<file path="src/rtl/video_format_sequencer.sv">
// Purpose : qualifies the detector format code over several fields, mutes the video path
//           during changes and issues one cfg_valid/cfg_ready transaction per qualified change.
// Latency : request registered one clk after the qualifying count is stored; mute follows next state.
// Backpressure: cfg_valid/cfg_format hold until cfg_ready; a handshake watchdog abandons the request.
//
// Ports:
//   clk, reset_x      system clock, asynchronous active-low reset
//   vsync_tick        one-cycle pulse per field (already in the clk domain)
//   format_in[7:0]    detector format code, 0x00 = none; sampled only on vsync_tick
//   cfg_ready         downstream accepts cfg_format while cfg_valid is high
//   cfg_valid         configuration request
//   cfg_format[7:0]   format code being configured
//   mute_out          1 = blank the video path
//   locked            1 = active format configured and settled
//   active_format     last format accepted downstream
//   cfg_error         sticky handshake-timeout flag, cleared by the next accepted handshake
//   state_out[2:0]    current state (debug)

module video_format_sequencer #(
    parameter int STABLE_FIELDS = 4,
    parameter int SETTLE_FIELDS = 8,
    parameter int CFG_TIMEOUT   = 1000000,
    parameter int VS_TIMEOUT    = 2000000
) (
    input  logic       clk,
    input  logic       reset_x,
    input  logic       vsync_tick,
    input  logic [7:0] format_in,
    input  logic       cfg_ready,
    output logic       cfg_valid,
    output logic [7:0] cfg_format,
    output logic       mute_out,
    output logic       locked,
    output logic [7:0] active_format,
    output logic       cfg_error,
    output logic [2:0] state_out
);

    localparam logic [2:0] ST_NOSIG   = 3'd0;
    localparam logic [2:0] ST_QUALIFY = 3'd1;
    localparam logic [2:0] ST_CONFIG  = 3'd2;
    localparam logic [2:0] ST_SETTLE  = 3'd3;
    localparam logic [2:0] ST_LOCKED  = 3'd4;

    localparam logic [3:0]  STABLE_TH   = 4'(STABLE_FIELDS);
    localparam logic [7:0]  SETTLE_TH   = 8'(SETTLE_FIELDS);
    // Timeouts fire on the clock where the count reaches its limit, so the
    // comparison is made against limit-1 on the registered count.
    localparam logic [23:0] CFG_TO_LAST = 24'(CFG_TIMEOUT - 1);
    localparam logic [23:0] VS_TO_LAST  = 24'(VS_TIMEOUT - 1);
    localparam logic [23:0] VS_TO_MAX   = 24'(VS_TIMEOUT);

    logic [2:0]  state_q,         state_d;
    logic [7:0]  candidate_q,     candidate_d;
    logic [3:0]  stable_cnt_q,    stable_cnt_d;
    logic [23:0] vs_cnt_q,        vs_cnt_d;
    logic [23:0] to_cnt_q,        to_cnt_d;
    logic [7:0]  settle_cnt_q,    settle_cnt_d;
    logic        cfg_valid_q,     cfg_valid_d;
    logic [7:0]  cfg_format_q,    cfg_format_d;
    logic        mute_q,          mute_d;
    logic        locked_q,        locked_d;
    logic [7:0]  active_format_q, active_format_d;
    logic        cfg_error_q,     cfg_error_d;

    logic        qualified;
    logic        fmt_match;
    logic        fmt_change;
    logic        handshake;
    logic        vs_expire;
    logic [7:0]  settle_inc;

    always_comb begin
        state_d         = state_q;
        candidate_d     = candidate_q;
        stable_cnt_d    = stable_cnt_q;
        vs_cnt_d        = vs_cnt_q;
        to_cnt_d        = to_cnt_q;
        settle_cnt_d    = settle_cnt_q;
        cfg_valid_d     = cfg_valid_q;
        cfg_format_d    = cfg_format_q;
        active_format_d = active_format_q;
        cfg_error_d     = cfg_error_q;

        qualified  = (stable_cnt_q >= STABLE_TH);
        fmt_match  = vsync_tick && (format_in == active_format_q);
        fmt_change = vsync_tick && (format_in != active_format_q);
        handshake  = cfg_valid_q && cfg_ready;
        settle_inc = settle_cnt_q + 8'd1;

        // Format qualifier: independent of the control state.
        if (vsync_tick) begin
            if (format_in == candidate_q) begin
                if (stable_cnt_q != 4'hF) begin
                    stable_cnt_d = stable_cnt_q + 4'd1;
                end
            end else begin
                candidate_d  = format_in;
                stable_cnt_d = 4'd1;
            end
        end

        // Field watchdog. A tick in the current cycle cancels expiry so the
        // first field after a signal returns is not thrown away.
        if (vsync_tick) begin
            vs_cnt_d = 24'd0;
        end else if (vs_cnt_q < VS_TO_MAX) begin
            vs_cnt_d = vs_cnt_q + 24'd1;
        end
        vs_expire = !vsync_tick && (vs_cnt_q >= VS_TO_LAST);

        case (state_q)
            ST_NOSIG: begin
                if (vsync_tick && (format_in != 8'h00)) begin
                    state_d = ST_QUALIFY;
                end
            end

            ST_QUALIFY: begin
                if (qualified) begin
                    if (candidate_q == 8'h00) begin
                        state_d = ST_NOSIG;
                    end else if (candidate_q == active_format_q) begin
                        // Same format already configured downstream: only re-settle.
                        state_d      = ST_SETTLE;
                        settle_cnt_d = 8'd0;
                    end else begin
                        state_d      = ST_CONFIG;
                        cfg_valid_d  = 1'b1;
                        cfg_format_d = candidate_q;
                        to_cnt_d     = 24'd0;
                    end
                end
            end

            ST_CONFIG: begin
                // Handshake has priority over the timeout on the same clock.
                if (handshake) begin
                    active_format_d = cfg_format_q;
                    cfg_valid_d     = 1'b0;
                    cfg_error_d     = 1'b0;
                    settle_cnt_d    = 8'd0;
                    state_d         = ST_SETTLE;
                end else if (to_cnt_q >= CFG_TO_LAST) begin
                    cfg_valid_d  = 1'b0;
                    cfg_error_d  = 1'b1;
                    stable_cnt_d = 4'd0;
                    state_d      = ST_QUALIFY;
                end else begin
                    to_cnt_d = to_cnt_q + 24'd1;
                end
            end

            ST_SETTLE: begin
                if (fmt_change) begin
                    state_d = ST_QUALIFY;
                end else if (fmt_match) begin
                    settle_cnt_d = settle_inc;
                    if (settle_inc >= SETTLE_TH) begin
                        state_d = ST_LOCKED;
                    end
                end
            end

            ST_LOCKED: begin
                if (fmt_change) begin
                    state_d = ST_QUALIFY;
                end
            end

            default: begin
                state_d = ST_NOSIG;
            end
        endcase

        // Loss of field ticks overrides everything except the record of an
        // accepted handshake, which the downstream block has already acted on.
        if (vs_expire) begin
            state_d      = ST_NOSIG;
            candidate_d  = 8'h00;
            stable_cnt_d = 4'd0;
            cfg_valid_d  = 1'b0;
        end

        // Mute and lock derive from the next state so an unmuted field can
        // never carry a format other than the configured one.
        mute_d   = (state_d != ST_LOCKED);
        locked_d = (state_d == ST_LOCKED);
    end

    always_ff @(posedge clk or negedge reset_x) begin
        if (!reset_x) begin
            state_q         <= ST_NOSIG;
            candidate_q     <= 8'h00;
            stable_cnt_q    <= 4'd0;
            vs_cnt_q        <= 24'd0;
            to_cnt_q        <= 24'd0;
            settle_cnt_q    <= 8'd0;
            cfg_valid_q     <= 1'b0;
            cfg_format_q    <= 8'h00;
            mute_q          <= 1'b1;
            locked_q        <= 1'b0;
            active_format_q <= 8'h00;
            cfg_error_q     <= 1'b0;
        end else begin
            state_q         <= state_d;
            candidate_q     <= candidate_d;
            stable_cnt_q    <= stable_cnt_d;
            vs_cnt_q        <= vs_cnt_d;
            to_cnt_q        <= to_cnt_d;
            settle_cnt_q    <= settle_cnt_d;
            cfg_valid_q     <= cfg_valid_d;
            cfg_format_q    <= cfg_format_d;
            mute_q          <= mute_d;
            locked_q        <= locked_d;
            active_format_q <= active_format_d;
            cfg_error_q     <= cfg_error_d;
        end
    end

    assign cfg_valid     = cfg_valid_q;
    assign cfg_format    = cfg_format_q;
    assign mute_out      = mute_q;
    assign locked        = locked_q;
    assign active_format = active_format_q;
    assign cfg_error     = cfg_error_q;
    assign state_out     = state_q;

endmodule

</file>
<file path="config.mk">
export PLATFORM = sky130hd
export DESIGN_NAME = video_format_sequencer
export DESIGN_NICKNAME = d
export VERILOG_FILES = /design/src/rtl/video_format_sequencer.sv
export SDC_FILE = /design/constraint.sdc
export NUM_CORES = 1
export LEC_CHECK = 0
export ABC_AREA = 1
export BUFFER_PORTS_ARGS = -buffer_cell sky130_fd_sc_hd__buf_2
export CORE_ASPECT_RATIO = 1.75
export CORE_UTILIZATION = 43
export CTS_CLUSTER_DIAMETER = 200
export DETAILED_ROUTE_END_ITERATION = 8
export GPL_ROUTABILITY_DRIVEN = 1
export MAX_ROUTING_LAYER = met4
export PLACE_DENSITY_LB_ADDON = 0.2
export SLEW_MARGIN = 20
export SYNTH_ARGS = -nofsm -noshare
export SYNTH_HDL_FRONTEND = slang
export SYNTH_SLANG_ARGS = --single-unit
</file>
<file path="constraint.sdc">
create_clock -name clk -period 1.5 [get_ports clk]
set_input_delay 0.075 -clock clk [delete_from_list [all_inputs] [get_ports clk]]
set_output_delay 0.075 -clock clk [all_outputs]
set_load 0.01 [all_outputs]
</file>
==> Word level (Yosys, flattened, before mapping) <==
Index checks and enable logic that the tools add are counted.
{ "op_classes": {"n_addsub": 4, "n_lt_le_gt_ge": 5, "n_eq_ne": 25, "n_mux": 46, "bitwise": 2, "n_reduce_logical": 22} }
{ "op_table": {"columns": ["cell", "n"], "rows": [
  ["24-bit 2-to-1 mux", 7],
  ["8-bit 2-to-1 mux", 9],
  ["24-bit by 1-bit adder with 24-bit output, second input constant", 2],
  ["24-bit case mux with 2 select lines", 1],
  ["4-bit 2-to-1 mux", 7],
  ["3-bit 2-to-1 mux", 9],
  ["8-bit == test", 3],
  ["24-bit by 20-bit >= comparator with 1-bit output, second input constant", 1],
  ["24-bit by 21-bit >= comparator with 1-bit output, second input constant", 1],
  ["24-bit by 21-bit less-than comparator with 1-bit output, second input constant", 1],
  ["8-bit case mux with 3 select lines", 1],
  ["2-bit != test, second input constant", 10],
  ["3-bit case mux with 5 select lines", 1],
  ["3-bit != test, second input constant", 4],
  ["1-bit 2-to-1 mux", 9],
  ["8-bit by 1-bit adder with 8-bit output, second input constant", 1],
  ["8-bit by 4-bit >= comparator with 1-bit output, second input constant", 1],
  ["8-bit zero test", 1],
  ["4-bit != test, second input constant", 2],
  ["8-bit != test", 1],
  ["2-bit nonzero test", 4],
  ["8-bit nonzero test", 1],
  ["7-bit AND reduction", 1],
  ["3-bit by 2-bit == test with 1-bit output, second input constant", 2],
  ["15 further kinds", 24]
]} }
{ "totals": {"register_bits": 91, "out_inout_bits": 23, "word_cells": 116} }

==> Depth between registers and ports, before layout <==
{ "logic_depth": {"ltp_word": 8, "mapped_depth": 13} }

==> Worst setup path after synthesis <==
Ideal clock, no wire load.
{ "synth_timing": {"path_type": "flip-flop to flip-flop", "startpoint": "reg vs_cnt_q[9]", "endpoint": "reg vs_cnt_q[18]", "arrival_time_ns": 1.452, "setup_slack_ns": -0.069, "path_stages_with_launch": 9, "n_path_buf": 1, "cell_sequence": "dfrtp_1 or2_1 nor3_2 nand3_2 nand2_4 nand2_4 buf_6 nand2_1 nand2_1"} }
{ "synth_via": {"elab_chain_cells": 3} }
{ "synth_rtl": {"columns": ["element", "line", "source"], "rows": [
  ["start: declaration", "56", "logic [23:0] vs_cnt_q, vs_cnt_d;"],
  ["start signal: assignment", "209", "vs_cnt_q <= vs_cnt_d;"],
  ["24-bit by 1-bit adder with 24-bit output", "108", "vs_cnt_d = vs_cnt_q + 24'd1;"],
  ["24-bit 2-to-1 mux", "107", "end else if (vs_cnt_q < VS_TO_MAX) begin"],
  ["24-bit 2-to-1 mux", "105", "if (vsync_tick) begin"]
]} }
Parallel ways exist; a longest one is shown, timed or not. The select of a mux whose other input is x is not followed.
A chain may end at the register's enable or synchronous reset.

==> Final worst setup path <==
{ "layout_timing": {"startpoint": "reg active_format_q[4], in the netlist active_format[4]", "endpoint": "reg settle_cnt_q[5]"} }
{ "layout_via": {"elab_chain_cells": 4} }
{ "layout_rtl": {"columns": ["element", "line", "source"], "rows": [
  ["start: declaration", "63", "logic [7:0] active_format_q, active_format_d;"],
  ["start signal: assignment", "216", "active_format_q <= active_format_d;"],
  ["8-bit != test or 8-bit == test (tied branches)", "87, 86", null],
  ["1-bit logical AND (on tied branches)", "87, 86", null],
  ["2-bit != test (no source line)", null, null],
  ["7-bit AND reduction (no source line) *", null, null],
  ["end signal: assignment", "211", "settle_cnt_q <= settle_cnt_d;"],
  ["end: declaration", "58", "logic [7:0] settle_cnt_q, settle_cnt_d;"]
]} }
Every way passes the cells marked *; elsewhere a longest branch is shown, timed or not.

==> flow_summary.yaml <==
die:
  fp.dieW_um: 88.1
  initial_core_util_pct: 44.4
  rows: 54
  num_io_pins: 35
  die_height_um: 153
  core_sq_um: 12600
  die-area_sq_um: 13500
routing:
  via_per_inst: 5.17
  via_count: 5779
  wl_per_cell_um: 14.8
  drt_first_pass_iters: 4
  drt_iter0_drc: 245
  route.detailed.drc: 0
  finalWirelength_um: 16600
  antenna_left: 0
final_layout:
  synthToLayoutAreaGrowth_pct: 43.5
  fin_util_pct: 63.7
  final_cells: 1117
  insertedDiodeCount: 0
  mostFrequentLayoutCell: "nand2_1"
  final_nets: 960
  drive_gt1_share_pct: 40.0
  fillers: 1099
  layout_common_cells: "nand2_1, buf_4, dfrtp_1"
power_and_ir_drop:
  power_density_nw_per_um2: 1060
  clkPwrFrac_pct: 26.0
  p_sw_mw: 3.20
  intPower_mw: 5.29
  leakagePower_nw: 3.73
  seq_power_share_pct: 35.7
  sw_frac_of_total_pct: 37.7
  peakVddDrop_v: 0.000704
  combPwrFrac_pct: 38.3
critical_path:
  ff2ff_setup_slack_ns: -0.15
  critPathLaunchType: "flip-flop"
  reg2reg_from: "active_format[4]"
  r2r-end: "settle_cnt_q[5]"
  worst-r2r-cell-count: 8
  arrival_ns: 1.89
  worstPathRequired_ns: 1.74
  crit_fanout: 8
  cp-end-kind: "flip-flop"
  crit_type: "flip-flop to flip-flop"
yosys:
  ys_seq_elements: 91
  synth_top_area_share_pct: 40.3
  syn_area_per_cell_sq_um: 7.30
  synth-seq-area-share_pct: 40.8
  yosysTopAreaCell: "dfrtp_1"
  yosys_warnings: 0
  syn-num-nets: 781
  netlist_instances: 765
  synth.area.top_cells: "dfrtp_1, nand2_1, nor2_1"
  synth_cell_types: 39
  synth.cell_area_sq_um: 5580
sta:
  grt_setup_unrepaired: "yes"
  period_needed_ns: 1.65
  clock_skew_ns: 0.00763
  setup_viol: 69
  timing.final.ws_setup_ns: -0.148
  finalHoldViolCount: 0
  fmax_mhz: 607
  report.final.slew_viol_count: 0
  finalCritPeriodShare_pct: 110
  relSlewSlack_pct: 70.6
  tightestPinTransition_ns: 0.438
place:
  io_buffers: 34
  post-dp-hpwl_um: 11300
  gp_congestion: 0.992
  place_inst: 1075
  pre_cts_ws_ns: -0.234
global_routing:
  antenna_found_initial: 0
  grt_util_met3_pct: 4.01
  grt_overflow: 0
  use_met1_pct: 28.1
  grt_max_degree: 43
  grt_pass1_wl_um: 26000
  grt_util_all_layers_pct: 25.6
  met2_usage_pct: 44.0
  first_global_vias: 5715
  busiest_layer: "met2"
status:
  status: "complete, but fails checks"
  violations: "negative setup slack"
clock_network:
  insertion_delay_ns: 0.35
  clock_sink_count: 91
  cts_tree: "done"
  cts_root_buf: "clkbuf_16"
  path_clk_slew_ns: 0.07
  cts.path.max_buffers: 2
  cts_buffers: 9
  cts_max_level: 3
worst_hold_path:
  worstHoldStart: "format_in[2]"
  min_to: "candidate_q[2]"
  hold_class: "primary input to flip-flop"
  hold_path_depth: 3
job:
  cap_violations: 0
synthesized netlist by cell type (all sizes together):
library cell / number
nand2: 230
a31o: 1
nand3: 76
o21ai: 51
nand4: 23
o21a: 1
o31ai: 7
clkbuf: 6
nor3b: 4
nand3b: 5
a21boi: 1
dfrtp: 90
buf: 15
inv: 74
a21oi: 9
nor3: 16
xnor2: 21
mux2i: 2
nor2: 105
xor2: 21
ha: 4
or2: 2
dfstp: 1
worst max path at each step:
stage               slack, ns        startpoint               to  cells past startpoint
global route            -0.24      vs_cnt_q[23]      vs_cnt_q[2]                      8
detailed placement      -0.23  active_format[0]  settle_cnt_q[2]                      8
CTS                     -0.11       vs_cnt_q[9]      vs_cnt_q[3]                      9
finish                  -0.15  active_format[4]  settle_cnt_q[5]                      8
global placement        -0.16  active_format[1]  settle_cnt_q[1]                     10
floorplan              -0.005      vs_cnt_q[12]     vs_cnt_q[18]                     10
sequential cells by signal, summed over array words and instances, names as in the netlist:
| name | flops |
|---|---|
| active_format | 8 |
| vs_cnt_q | 24 |
| mute_out | 1 |
| settle_cnt_q | 8 |
| to_cnt_q | 24 |
| cfg_error | 1 |
| cfg_valid | 1 |
| stable_cnt_q | 4 |
| state_out | 3 |
| cfg_format | 8 |
| locked | 1 |
| candidate_q | 8 |
metrics by stage:
step,power (mW),setup TNS [ns],instance area [sq um],hold WS [ns]
floorplan,4.35,-0.00463,5630,-0.221
global placement,5.37,-6.98,6920,-0.000946
detailed placement,5.42,-8.62,6920,0.00144
CTS,8.06,-4.68,7510,0.00614
global route,8.96,-13.97,8010,0.0142
finish,8.50,-6.36,8010,0.0177
layout make-up:
class / instances / area [sq um] / share of cell area (%)
clock buffers: 9 / 225 / 2.81
clock inverters: 7 / 58.8 / 0.734
inverters: 74 / 280 / 3.50
multi-input cells: 581 / 3460 / 43.2
flip-flops and latches: 91 / 2280 / 28.5
well taps: 168 / 210 / 2.63
repair buffers: 187 / 1490 / 18.6
metal layers:
layer	wire, um	part of all wire, %
met3	489	3.0
met4	603	3.6
met1	6380	38
met2	9100	55
met5	0	0
logic make-up after synthesis:
logic type                 share of synthesized area [%]
AOI/OAI and AO/OA                                   8.34
xor gates and xnor gates                            6.59
adders and majority gates                          0.897
buffers and inverters                               7.11
DFF                                                 40.8
muxes                                              0.359
and+or+nand+nor                                     35.9
timing repair:
action,CTS,global route
setup endpoints to repair,79,88
pin swaps,12,43
cloned,2,3
setup buffers,5,13
hold buffers,4,0
hold endpoints to repair,93,0
gates resized for setup,63,124
power groups by stage:
stage                     combinational [mW]  clock (mW)  sequential, mW
after floorplan                         1.21           0            3.14
after global placement                  2.35           0            3.02
after detailed placement                2.39           0            3.03
after global routing                    3.53        2.35            3.07
after CTS                               2.81        2.26            2.99
final                                   3.25        2.21            3.03
critical path: stages (launching register included):
cell	delay, ns
dfrtp_1	0.42
xnor2_1	0.19
nand2_1	0.09
nor2_2	0.13
nand2_2	0.12
o21ai_4	0.24
nand3_4	0.18
nand2_2	0.12
o21ai_2	0.05
(Power assumes the default switching activity.)
